<file path="src/rtl/pc_sequencer_if.sv">
// pc_sequencer_if
//   Groups the fetch handshake, control-unit request lines, PC-select mux
//   legs and stack status flags of the program-counter sequencer.
//
//   master : the sequencer (drives FetchReq/FetchAddr/InstrReady, mux legs,
//            PC and flags; receives FetchAck, Done, Branch, Call, Ret, Target)
//   slave  : memory / control unit side (the reverse directions)
interface pc_sequencer_if;
  logic        FetchReq;
  logic [15:0] FetchAddr;
  logic        FetchAck;
  logic        InstrReady;
  logic        Done;
  logic        Branch;
  logic        Call;
  logic        Ret;
  logic [15:0] Target;
  logic        PCSrc;
  logic [15:0] SeqPC;
  logic [15:0] RedirPC;
  logic [15:0] PC;
  logic        RasOverflow;
  logic        RasUnderflow;

  modport master (
    output FetchReq, FetchAddr, InstrReady, PCSrc, SeqPC, RedirPC, PC,
           RasOverflow, RasUnderflow,
    input  FetchAck, Done, Branch, Call, Ret, Target
  );

  modport slave (
    input  FetchReq, FetchAddr, InstrReady, PCSrc, SeqPC, RedirPC, PC,
           RasOverflow, RasUnderflow,
    output FetchAck, Done, Branch, Call, Ret, Target
  );
endinterface

</file>
<file path="src/rtl/pc_sequencer.sv">
// pc_sequencer
//   Multi-cycle program-counter controller for the 16-bit core. Owns the PC,
//   sequences instruction fetch through a request/acknowledge handshake,
//   resolves next-PC (sequential / branch / call / return) at the end of each
//   instruction and keeps a small circular return-address stack.
//
// Ports:
//   CLK    in  system clock, rising edge
//   Reset  in  synchronous active-high reset
//   bus    pc_sequencer_if.master
//     FetchReq/FetchAddr/FetchAck  instruction fetch handshake
//     InstrReady                   instruction latched, executing
//     Done/Branch/Call/Ret/Target  end-of-instruction request from control
//     PCSrc/SeqPC/RedirPC          PC-select mux control and both data legs
//     PC                           current program counter
//     RasOverflow/RasUnderflow     sticky stack error flags
module pc_sequencer #(
  parameter logic [15:0] RESET_VECTOR = 16'h0000,
  parameter int unsigned PC_INCR      = 2,
  parameter int unsigned RAS_DEPTH    = 4
) (
  input  logic           CLK,
  input  logic           Reset,
  pc_sequencer_if.master bus
);

  localparam int unsigned SPW = (RAS_DEPTH > 1) ? $clog2(RAS_DEPTH) : 1;
  localparam int unsigned CW  = $clog2(RAS_DEPTH + 1);
  localparam logic [15:0] LP_INCR  = 16'(PC_INCR);
  localparam logic [CW-1:0] LP_FULL = CW'(RAS_DEPTH);

  typedef enum logic [1:0] {
    ST_BOOT  = 2'd0,
    ST_FETCH = 2'd1,
    ST_EXEC  = 2'd2
  } state_t;

  state_t          r_state;
  state_t          w_state_nxt;
  logic [15:0]     r_pc;
  logic [SPW-1:0]  r_sp;
  logic [CW-1:0]   r_count;
  logic [15:0]     r_stack [RAS_DEPTH];
  logic            r_ovf;
  logic            r_unf;

  logic [15:0]     w_seq_pc;
  logic [15:0]     w_redir_pc;
  logic [15:0]     w_top;
  logic [SPW-1:0]  w_sp_dec;
  logic            w_pcsrc;
  logic            w_exec_done;
  logic            w_empty;
  logic            w_full;
  logic            w_push;
  logic            w_pop;
  logic            w_set_ovf;
  logic            w_set_unf;
  logic            w_fetch_req;
  logic            w_instr_ready;

  assign w_seq_pc    = r_pc + LP_INCR;          // wraps modulo 2^16
  assign w_sp_dec    = r_sp - SPW'(1);
  assign w_top       = r_stack[w_sp_dec];
  assign w_empty     = (r_count == '0);
  assign w_full      = (r_count == LP_FULL);
  assign w_exec_done = (r_state == ST_EXEC) && bus.Done;

  // Next state and handshake outputs
  always_comb begin
    w_state_nxt   = r_state;
    w_fetch_req   = 1'b0;
    w_instr_ready = 1'b0;
    unique case (r_state)
      ST_BOOT: begin
        w_state_nxt = ST_FETCH;
      end
      ST_FETCH: begin
        w_fetch_req = 1'b1;
        if (bus.FetchAck) w_state_nxt = ST_EXEC;
      end
      ST_EXEC: begin
        w_instr_ready = 1'b1;
        if (bus.Done) w_state_nxt = ST_FETCH;
      end
      default: begin
        w_state_nxt = ST_BOOT;
      end
    endcase
  end

  // Next-PC resolution: Ret > Call > Branch > sequential.
  // RedirPC idles at Target so the mux One leg is always defined.
  always_comb begin
    w_pcsrc    = 1'b0;
    w_redir_pc = bus.Target;
    w_push     = 1'b0;
    w_pop      = 1'b0;
    w_set_ovf  = 1'b0;
    w_set_unf  = 1'b0;
    if (w_exec_done) begin
      if (bus.Ret) begin
        if (!w_empty) begin
          w_redir_pc = w_top;
          w_pcsrc    = 1'b1;
          w_pop      = 1'b1;
        end else begin
          w_set_unf  = 1'b1;
        end
      end else if (bus.Call) begin
        w_pcsrc   = 1'b1;
        w_push    = 1'b1;
        w_set_ovf = w_full;
      end else if (bus.Branch) begin
        w_pcsrc   = 1'b1;
      end
    end
  end

  always_ff @(posedge CLK) begin
    if (Reset) begin
      r_state <= ST_BOOT;
      r_pc    <= RESET_VECTOR;
      r_sp    <= '0;
      r_count <= '0;
      r_ovf   <= 1'b0;
      r_unf   <= 1'b0;
    end else begin
      r_state <= w_state_nxt;
      if (w_exec_done) r_pc <= w_pcsrc ? w_redir_pc : w_seq_pc;
      // A push onto a full stack overwrites the oldest entry: the pointer
      // already sits on it, so only the count saturates.
      if (w_push) begin
        r_sp <= r_sp + SPW'(1);
        if (!w_full) r_count <= r_count + CW'(1);
      end else if (w_pop) begin
        r_sp    <= w_sp_dec;
        r_count <= r_count - CW'(1);
      end
      if (w_set_ovf) r_ovf <= 1'b1;
      if (w_set_unf) r_unf <= 1'b1;
    end
  end

  // Stack storage carries no reset; validity is tracked by r_count.
  always_ff @(posedge CLK) begin
    if (!Reset && w_push) r_stack[r_sp] <= w_seq_pc;
  end

  assign bus.FetchReq     = w_fetch_req;
  assign bus.FetchAddr    = r_pc;
  assign bus.InstrReady   = w_instr_ready;
  assign bus.PCSrc        = w_pcsrc;
  assign bus.SeqPC        = w_seq_pc;
  assign bus.RedirPC      = w_redir_pc;
  assign bus.PC           = r_pc;
  assign bus.RasOverflow  = r_ovf;
  assign bus.RasUnderflow = r_unf;

endmodule

</file>
<file path="src/flat_wrapper.sv">
// flat-port wrapper written by rule: the top's interface ports become plain ports
module pc_sequencer_flat 
#(
  parameter logic [15:0] RESET_VECTOR = 16'h0000,
  parameter int unsigned PC_INCR      = 2,
  parameter int unsigned RAS_DEPTH    = 4
)
  (CLK, Reset, bus_FetchReq, bus_FetchAddr, bus_InstrReady, bus_PCSrc, bus_SeqPC, bus_RedirPC, bus_PC, bus_RasOverflow, bus_RasUnderflow, bus_FetchAck, bus_Done, bus_Branch, bus_Call, bus_Ret, bus_Target);
  pc_sequencer_if bus_i ();
  input  logic CLK;
  input  logic Reset;
  output wire logic [$bits(bus_i.FetchReq)-1:0] bus_FetchReq;
  output wire logic [$bits(bus_i.FetchAddr)-1:0] bus_FetchAddr;
  output wire logic [$bits(bus_i.InstrReady)-1:0] bus_InstrReady;
  output wire logic [$bits(bus_i.PCSrc)-1:0] bus_PCSrc;
  output wire logic [$bits(bus_i.SeqPC)-1:0] bus_SeqPC;
  output wire logic [$bits(bus_i.RedirPC)-1:0] bus_RedirPC;
  output wire logic [$bits(bus_i.PC)-1:0] bus_PC;
  output wire logic [$bits(bus_i.RasOverflow)-1:0] bus_RasOverflow;
  output wire logic [$bits(bus_i.RasUnderflow)-1:0] bus_RasUnderflow;
  input wire logic [$bits(bus_i.FetchAck)-1:0] bus_FetchAck;
  input wire logic [$bits(bus_i.Done)-1:0] bus_Done;
  input wire logic [$bits(bus_i.Branch)-1:0] bus_Branch;
  input wire logic [$bits(bus_i.Call)-1:0] bus_Call;
  input wire logic [$bits(bus_i.Ret)-1:0] bus_Ret;
  input wire logic [$bits(bus_i.Target)-1:0] bus_Target;
  assign bus_FetchReq = bus_i.FetchReq;
  assign bus_FetchAddr = bus_i.FetchAddr;
  assign bus_InstrReady = bus_i.InstrReady;
  assign bus_PCSrc = bus_i.PCSrc;
  assign bus_SeqPC = bus_i.SeqPC;
  assign bus_RedirPC = bus_i.RedirPC;
  assign bus_PC = bus_i.PC;
  assign bus_RasOverflow = bus_i.RasOverflow;
  assign bus_RasUnderflow = bus_i.RasUnderflow;
  assign bus_i.FetchAck = bus_FetchAck;
  assign bus_i.Done = bus_Done;
  assign bus_i.Branch = bus_Branch;
  assign bus_i.Call = bus_Call;
  assign bus_i.Ret = bus_Ret;
  assign bus_i.Target = bus_Target;
  pc_sequencer #(.RESET_VECTOR(RESET_VECTOR), .PC_INCR(PC_INCR), .RAS_DEPTH(RAS_DEPTH)) u_core (.CLK(CLK), .Reset(Reset), .bus(bus_i));
endmodule
</file>
<file path="config.mk">
export PLATFORM = sky130hd
export DESIGN_NAME = pc_sequencer_flat
export DESIGN_NICKNAME = d
export VERILOG_FILES = /design/src/rtl/pc_sequencer_if.sv /design/src/rtl/pc_sequencer.sv /design/src/flat_wrapper.sv
export SDC_FILE = /design/constraint.sdc
export NUM_CORES = 1
export LEC_CHECK = 0
export ABC_AREA = 1
export ABC_CLOCK_PERIOD_IN_PS = 2500
export BUFFER_PORTS_ARGS = -buffer_cell sky130_fd_sc_hd__buf_4
export CAP_MARGIN = 5
export CORE_AREA = 2 2 91 110
export DETAILED_ROUTE_END_ITERATION = 16
export DIE_AREA = 0 0 93 112
export PLACE_DENSITY = 0.71
export SYNTH_ARGS = -nofsm -noshare
export SYNTH_HDL_FRONTEND = slang
export SYNTH_SLANG_ARGS = --single-unit
</file>
<file path="constraint.sdc">
create_clock -name CLK -period 2.5 [get_ports CLK]
set_input_delay 0.25 -clock CLK [delete_from_list [all_inputs] [get_ports CLK]]
set_output_delay 0.25 -clock CLK [all_outputs]
set_load 0.02 [all_outputs]
</file>
==> run metrics, run 1 <==
area growth from synthesis to layout=20.88%; number of instances in the placed design=734; Clock Tree Root=clkbuf_16; number of cell rows=39; crit-path cells=inv_1 -> ha_1 -> inv_1 -> buf_4 -> nand3_1 -> nand2_1 -> nand2_1 -> and2_1 -> buf_4; yosys synthesis warning count=0; pin slew with the least headroom to its limit=641.6 ps; clock sink count=89; area of the mapped netlist=4583 um2; power share of the sequential group=53.0%; slowest stage cell, crit path=dfxtp_1; post-detailed-routing wire length=11590 um; Floorplan Core Area=9369 um2; TritonCTS clock tree=yes; cell internal power dissipation=2329 uW; Peak Freq=0.4201 GHz; power per standard cell area=539.1 nW/um2; cell type contributing the most total cell area after synthesis=edfxtp_1; Cells after Synth=543; pin count of the biggest net entering global routing=41; vias in the first global route=3555; worst setup path category=reg -> out; post-route clock skew=4.396 ps; number of buffers created by CTS=9; syn avg cell area=8.440 um2; width of the chip=93 um; RSZ-0062 raised after global routing=true; count of different cell masters after synthesis=30; capturing element type of the critical path=primary output; type of the most critical hold path=in -> reg; Seq/Total Area, Yosys=52.85%; Clock Latency Late Sink=330 ps; die height=112 um; number of setup violations in the final report=0; P_leak=0.002378 uW; slowest cell delay on critical path=350 ps; Seq cells post-synth=89; Max Root-Sink Buffers=2; number of maximum-capacitance violations=0; clock transition at the registers of the reported paths=60 ps; final max-slew violation count=0; Synth top area share=41.93%; effective utilization at floorplan=48.92%; reported net switching power=657.2 uW; clock share of power=39.7%; Die Area=10420 um2; synth top area cells=edfxtp_1, dfxtp_1, nand2_1; global-route wire length before repair=18280 um; number of hold-slack violations in the final timing report=0; number of port buffers=91; net count after synthesis=572; slew margin rel.=57.08%; post-route setup TNS=0 ps; final std cells w/o fill=750; arrival time reported for the critical path endpoint=2130 ps; startpoint type of the worst setup path=flip-flop; ANT cells=0; outcome=complete, no violations; total routing usage reported by global routing=22.95%; number of I/O pins=92; post-placement cell area=5284 um2; final instance area=5540 um2; count of unresolved DRC violations after routing=0; placement-stage worst setup slack=485.8 ps; post-route setup slack=119.7 ps; switching power as a share of total power=22.01%; Crit path required time=2250 ps; routed wire length per instance=15.45 um; layout cells sized above 1=21.37%; dpl hpwl=8385 um; iteration-0 DRC count of the detailed router=365; first drt pass iteration count=4; per-cell via count in the routed design=5.208; Placer Congestion=0.9021; final worst-path cycle share=95.21%; H-tree levels=3; count of nets after finishing=651; number of antenna violations at the first check in global routing=0; Min Clock Period, post-route=2380 ps; Final Util=59.13%; combinational fraction of design power=7.3%; maximum resistive drop on vdd=0.3447 mV; via total after detailed routing=3906; CP max FO=10; number of routed nets with antenna violations=0; final global-route overflow total=0
power by group through the flow:
stage,Sequential [uW],Clock (uW),Combinational (uW)
after global placement,1620,0,214
after global routing,1580,1270,237
after floorplan,1620,0,124
after CTS,1580,1200,218
after detailed placement,1620,0,218
final,1580,1180,218
layer usage:
metal | track usage, % | vias up | part of all wire (%)
li1 | - | 1914 | -
met1 | 31.24 | 1818 | 42
met2 | 36.91 | 153 | 49
met3 | 2.706 | 21 | 5.7
met4 | 10.29 | 0 | 2.6
met5 | 0 | - | 0
synthesized netlist by cell type (all sizes together):
| cell type | instances |
|---|---|
| nand3 | 56 |
| buf | 33 |
| xor2 | 3 |
| edfxtp | 64 |
| and2 | 14 |
| dfxtp | 25 |
| nand2 | 130 |
| ha | 6 |
| o21ai | 31 |
| or2 | 5 |
| inv | 62 |
| clkbuf | 2 |
| nand3b | 3 |
| nor3 | 2 |
| o21bai | 2 |
| nor2 | 75 |
| nand4 | 6 |
| o211ai | 2 |
| a21oi | 22 |
critical path, delay by kind of cell, from the launching register on:
family	cells	cell delay, ps
simple gates	4	410
flops	1	350
fa+ha+maj	1	290
buf+inv	4	750
state kept, by name, summed over array words and instances (netlist names):
signal,cells
u_core.r_stack,64
u_core.r_count,3
u_core.r_sp,2
u_core.r_state,2
u_core.bus.RasUnderflow,1
u_core.bus.FetchAddr,16
u_core.bus.RasOverflow,1
worst paths after layout:
path | cells past startpoint | slack [ps] | endpoint | from
setup / recovery | 9 | 120 | bus_RedirPC[14] | u_core.r_sp[1]$_SDFFE_PP0P_
hold / removal | 4 | 180 | u_core.r_state[0]$_SDFFE_PP0P_ | bus_FetchAck
hold reg to reg | 2 | 480 | u_core.bus.RasOverflow$_SDFFE_PP0P_ | u_core.bus.RasOverflow$_SDFFE_PP0P_
setup reg to reg | 7 | 480 | u_core.r_stack[1][4]$_DFFE_PP_ | u_core.r_state[1]$_SDFFE_PP0P_
cell type report:
class                           count  area (um2)
Fill cell                         841        3829
Sequential cell                    89        2422
Multi-Input combinational cell    357        1702
Timing Repair Buffer              103       773.2
Clock buffer                       12       236.5
Inverter                           62       232.7
Tap cell                          123       153.9
Clock inverter                      4       20.02
per-stage QoR:
step / total power, uW / hold slack, ps
after global routing: 3086 / 197.4
after global placement: 1830 / 458.6
final: 2987 / 182.6
after detailed placement: 1833 / 457.4
after floorplan: 1742 / 399.0
after CTS: 3001 / 175.6
layout by cell type, fill, tap and decap left out:
cell type	instances
clkinvlp_4	1
or2_1	2
o21bai_1	2
nor2_2	1
inv_1	57
nor2_8	1
o21ai_0	28
dfxtp_1	25
nand4_1	6
clkinv_1	2
clkbuf_1	3
o21ai_1	3
nand2_1	124
nor3_1	2
nand3b_1	3
or2_2	3
clkbuf_16	9
nand2_2	6
xor2_1	3
buf_4	103
a21oi_1	22
nor2_1	71
inv_2	5
nand3_4	1
nand3_2	1
nand3_1	54
o211ai_1	2
nor2_4	2
clkinv_2	1
and2_1	14
edfxtp_1	64
ha_1	6
cells by family (layout without fill, tap and decap cells):
group	Yosys count	count (layout)	synth area share, %
compound gates	57	57	6.443
xor+xnor	3	3	0.5734
fa+ha+maj	6	6	1.638
buf+inv	97	181	10.02
flops	89	89	52.85
simple gates	291	291	28.47
what timing repair did:
| item | CTS | global route |
|---|---|---|
| resized for setup | 0 | 0 |
| buffers inserted | 0 | 0 |
| hold buffers | 0 | 0 |
| setup endpoints to repair | 0 | 1 |
(Power assumes the default switching activity.)
==> run 2, diff against run 1 <==
- ABC_CLOCK_PERIOD_IN_PS: 2500 -> 1900
- PLACE_DENSITY: 0.71 -> 0.74
- clock period: 2.5 -> 1.9 ns (I/O delays scaled with it)
==> run 2 against run 1 <==
The flow now finishes with violations (setup timing); flip-flop and latch count unchanged; clock skew increased by 0.70 ps; routed wire length increased by 17%; combinational power increased by 63%; non-clock buffer count increased by 37; critical path depth unchanged; register-to-register slack got worse by 490 ps; critical endpoint is now bus_RedirPC[1]; largest cell class unchanged.
==> run metrics, run 2 (synthesis results as in run 1) <==
total routing usage reported by global routing=25.63% (was 22.95%); final std cells w/o fill=787 (was 750); number of antenna violations at the first check in global routing=0 (unchanged); area growth from synthesis to layout=36.91% (was 20.88%); Max Root-Sink Buffers=2 (unchanged); Clock Latency Late Sink=350 ps (was 330 ps); maximum resistive drop on vdd=0.4967 mV (was 0.3447 mV); layout cells sized above 1=37.35% (was 21.37%); per-cell via count in the routed design=5.424 (was 5.208); clock share of power=43.4% (was 39.7%); number of instances in the placed design=745 (was 734); global-route wire length before repair=20470 um (was 18280 um); final worst-path cycle share=110.1%; number of I/O pins=92 (unchanged); number of cell rows=39 (unchanged); count of unresolved DRC violations after routing=0 (unchanged); iteration-0 DRC count of the detailed router=450 (was 365); pin count of the biggest net entering global routing=41 (unchanged); number of maximum-capacitance violations=0 (unchanged); count of nets after finishing=688 (was 651); reported net switching power=932.8 uW (was 657.2 uW); die height=112 um (unchanged); number of hold-slack violations in the final timing report=0 (unchanged); CP max FO=7 (was 10); combinational fraction of design power=8.3% (was 7.3%); Final Util=66.97% (was 59.13%); Peak Freq=0.4779 GHz; first drt pass iteration count=5 (was 4); via total after detailed routing=4269 (was 3906); TritonCTS clock tree=yes (unchanged); post-route setup slack=-192.3 ps (was 119.7 ps); power per standard cell area=686.6 nW/um2 (was 539.1 nW/um2); post-detailed-routing wire length=13550 um (was 11590 um); Die Area=10420 um2 (unchanged); number of routed nets with antenna violations=0 (unchanged); width of the chip=93 um (unchanged); H-tree levels=3 (unchanged); clock transition at the registers of the reported paths=60 ps (about the same); Min Clock Period, post-route=2092 ps; final max-slew violation count=0 (unchanged); post-route clock skew=5.092 ps (was 4.396 ps); worst setup path category=reg -> out (unchanged); effective utilization at floorplan=48.92% (unchanged); RSZ-0062 raised after global routing=true (unchanged); Most flops, register=u_core.r_stack (unchanged); ANT cells=0 (unchanged); startpoint type of the worst setup path=flip-flop (unchanged); flip-flop count of the largest register after layout=64 (unchanged); switching power as a share of total power=21.65% (was 22.01%); Crit path required time=1710 ps (was 2250 ps); slew margin rel.=70.24% (was 57.08%); Floorplan Core Area=9369 um2 (unchanged); type of the most critical hold path=in -> reg (unchanged); capturing element type of the critical path=primary output (unchanged); Filler cells=722 (was 841); power share of the sequential group=48.4% (was 53.0%); routed wire length per instance=17.21 um (was 15.45 um); dpl hpwl=8904 um (was 8385 um); arrival time reported for the critical path endpoint=1900 ps (was 2130 ps); vias in the first global route=4097 (was 3555); P_leak=0.002661 uW (was 0.002378 uW); Placer Congestion=0.8517 (was 0.9021); most frequent standard cell in the layout excluding fill and tap cells=buf_4 (was nand2_1); pin slew with the least headroom to its limit=444.9 ps (was 641.6 ps); number of port buffers=91 (unchanged); clock sink count=89 (unchanged); most frequent cells in the layout=buf_4, nand2_1, edfxtp_1 (was nand2_1, buf_4, nor2_1); outcome=finished, violations left (was complete, no violations); failing checks=setup timing; number of setup violations in the final report=17 (was 0); cell internal power dissipation=3375 uW (was 2329 uW); number of buffers created by CTS=9 (unchanged); final global-route overflow total=0 (unchanged); Clock Tree Root=clkbuf_16 (unchanged)
run 2: changes by cell type in the layout (fill, tap and decap cells not counted), sizes merged:
cell,before,now
clkinv,3,2
bufinv,0,2
buf,103,140
clkbuf,12,10
clkinvlp,1,2
run 2: area by class of cell:
cell class | instances | area, um2 | area share, %
Tap cell | 123 | 153.9 | 2.453
Multi-Input combinational cell | 357 | 1952 | 31.11
Sequential cell | 89 | 2434 | 38.78
Inverter | 62 | 240.2 | 3.829
Timing Repair Buffer | 140 | 1184 | 18.86
Clock buffer | 10 | 229.0 | 3.649
Clock inverter | 6 | 82.58 | 1.316
run 2: metrics by stage:
stage	total power, uW	setup TNS, ps	setup WS (ps)	cell area, um2	hold slack [ps]
after global routing	4416	-2789	-256.1	6275	120.6
after detailed placement	2425	0	55.32	5410	474.4
final	4308	-1850	-192.3	6275	112.9
after CTS	4282	-1366	-125.6	6038	113.2
after global placement	2419	0	109.6	5410	462.2
after floorplan	2299	-13410	-209.0	4616	339.0
run 2: worst paths after layout:
kind	startpoint	endpoint	slack, ps	cells after the start
hold reg to reg	u_core.bus.RasUnderflow$_SDFFE_PP0P_	u_core.bus.RasUnderflow$_SDFFE_PP0P_	490	2
setup / recovery	u_core.r_sp[0]$_SDFFE_PP0P_	bus_RedirPC[1]	-190	9
hold / removal	bus_FetchAck	u_core.r_state[0]$_SDFFE_PP0P_	110	4
setup reg to reg	u_core.r_sp[0]$_SDFFE_PP0P_	u_core.bus.FetchAddr[9]$_SDFFE_PP0N_	-10	12
run 2: timing repair:
item                       4_1_cts  5_1_grt
gates cloned                     1        0
buffers inserted                19        9
gates resized for setup         45       67
hold endpoints to repair         0        0
setup endpoints to repair       27       78
pin swaps                       21       34
hold buffers                     0        0
run 2: per-layer routing:
layer / wire, um / global-route usage, % / up-vias
li1: - / - / 1983
met1: 5207 / 32.15 / 2024
met2: 7040 / 44.11 / 236
met3: 991 / 3.518 / 26
met4: 309 / 10.98 / 0
met5: 0 / 0 / -
run 2: power groups by stage:
| stage | Clock (uW) | Sequential [uW] | Combinational, uW |
|---|---|---|---|
| detailed placement | 0 | 2120 | 301 |
| finish | 1870 | 2080 | 356 |
| global placement | 0 | 2120 | 296 |
| floorplan | 0 | 2130 | 170 |
| CTS | 1870 | 2080 | 327 |
| global route | 1950 | 2080 | 378 |
run 2: worst max-delay path: stages (launching register included):
cell,delay [ps]
dfxtp_2,350
inv_2,60
ha_4,340
buf_12,150
nor2_4,30
o21ai_1,70
o21ai_1,100
o21ai_2,230
inv_1,90
buf_6,140
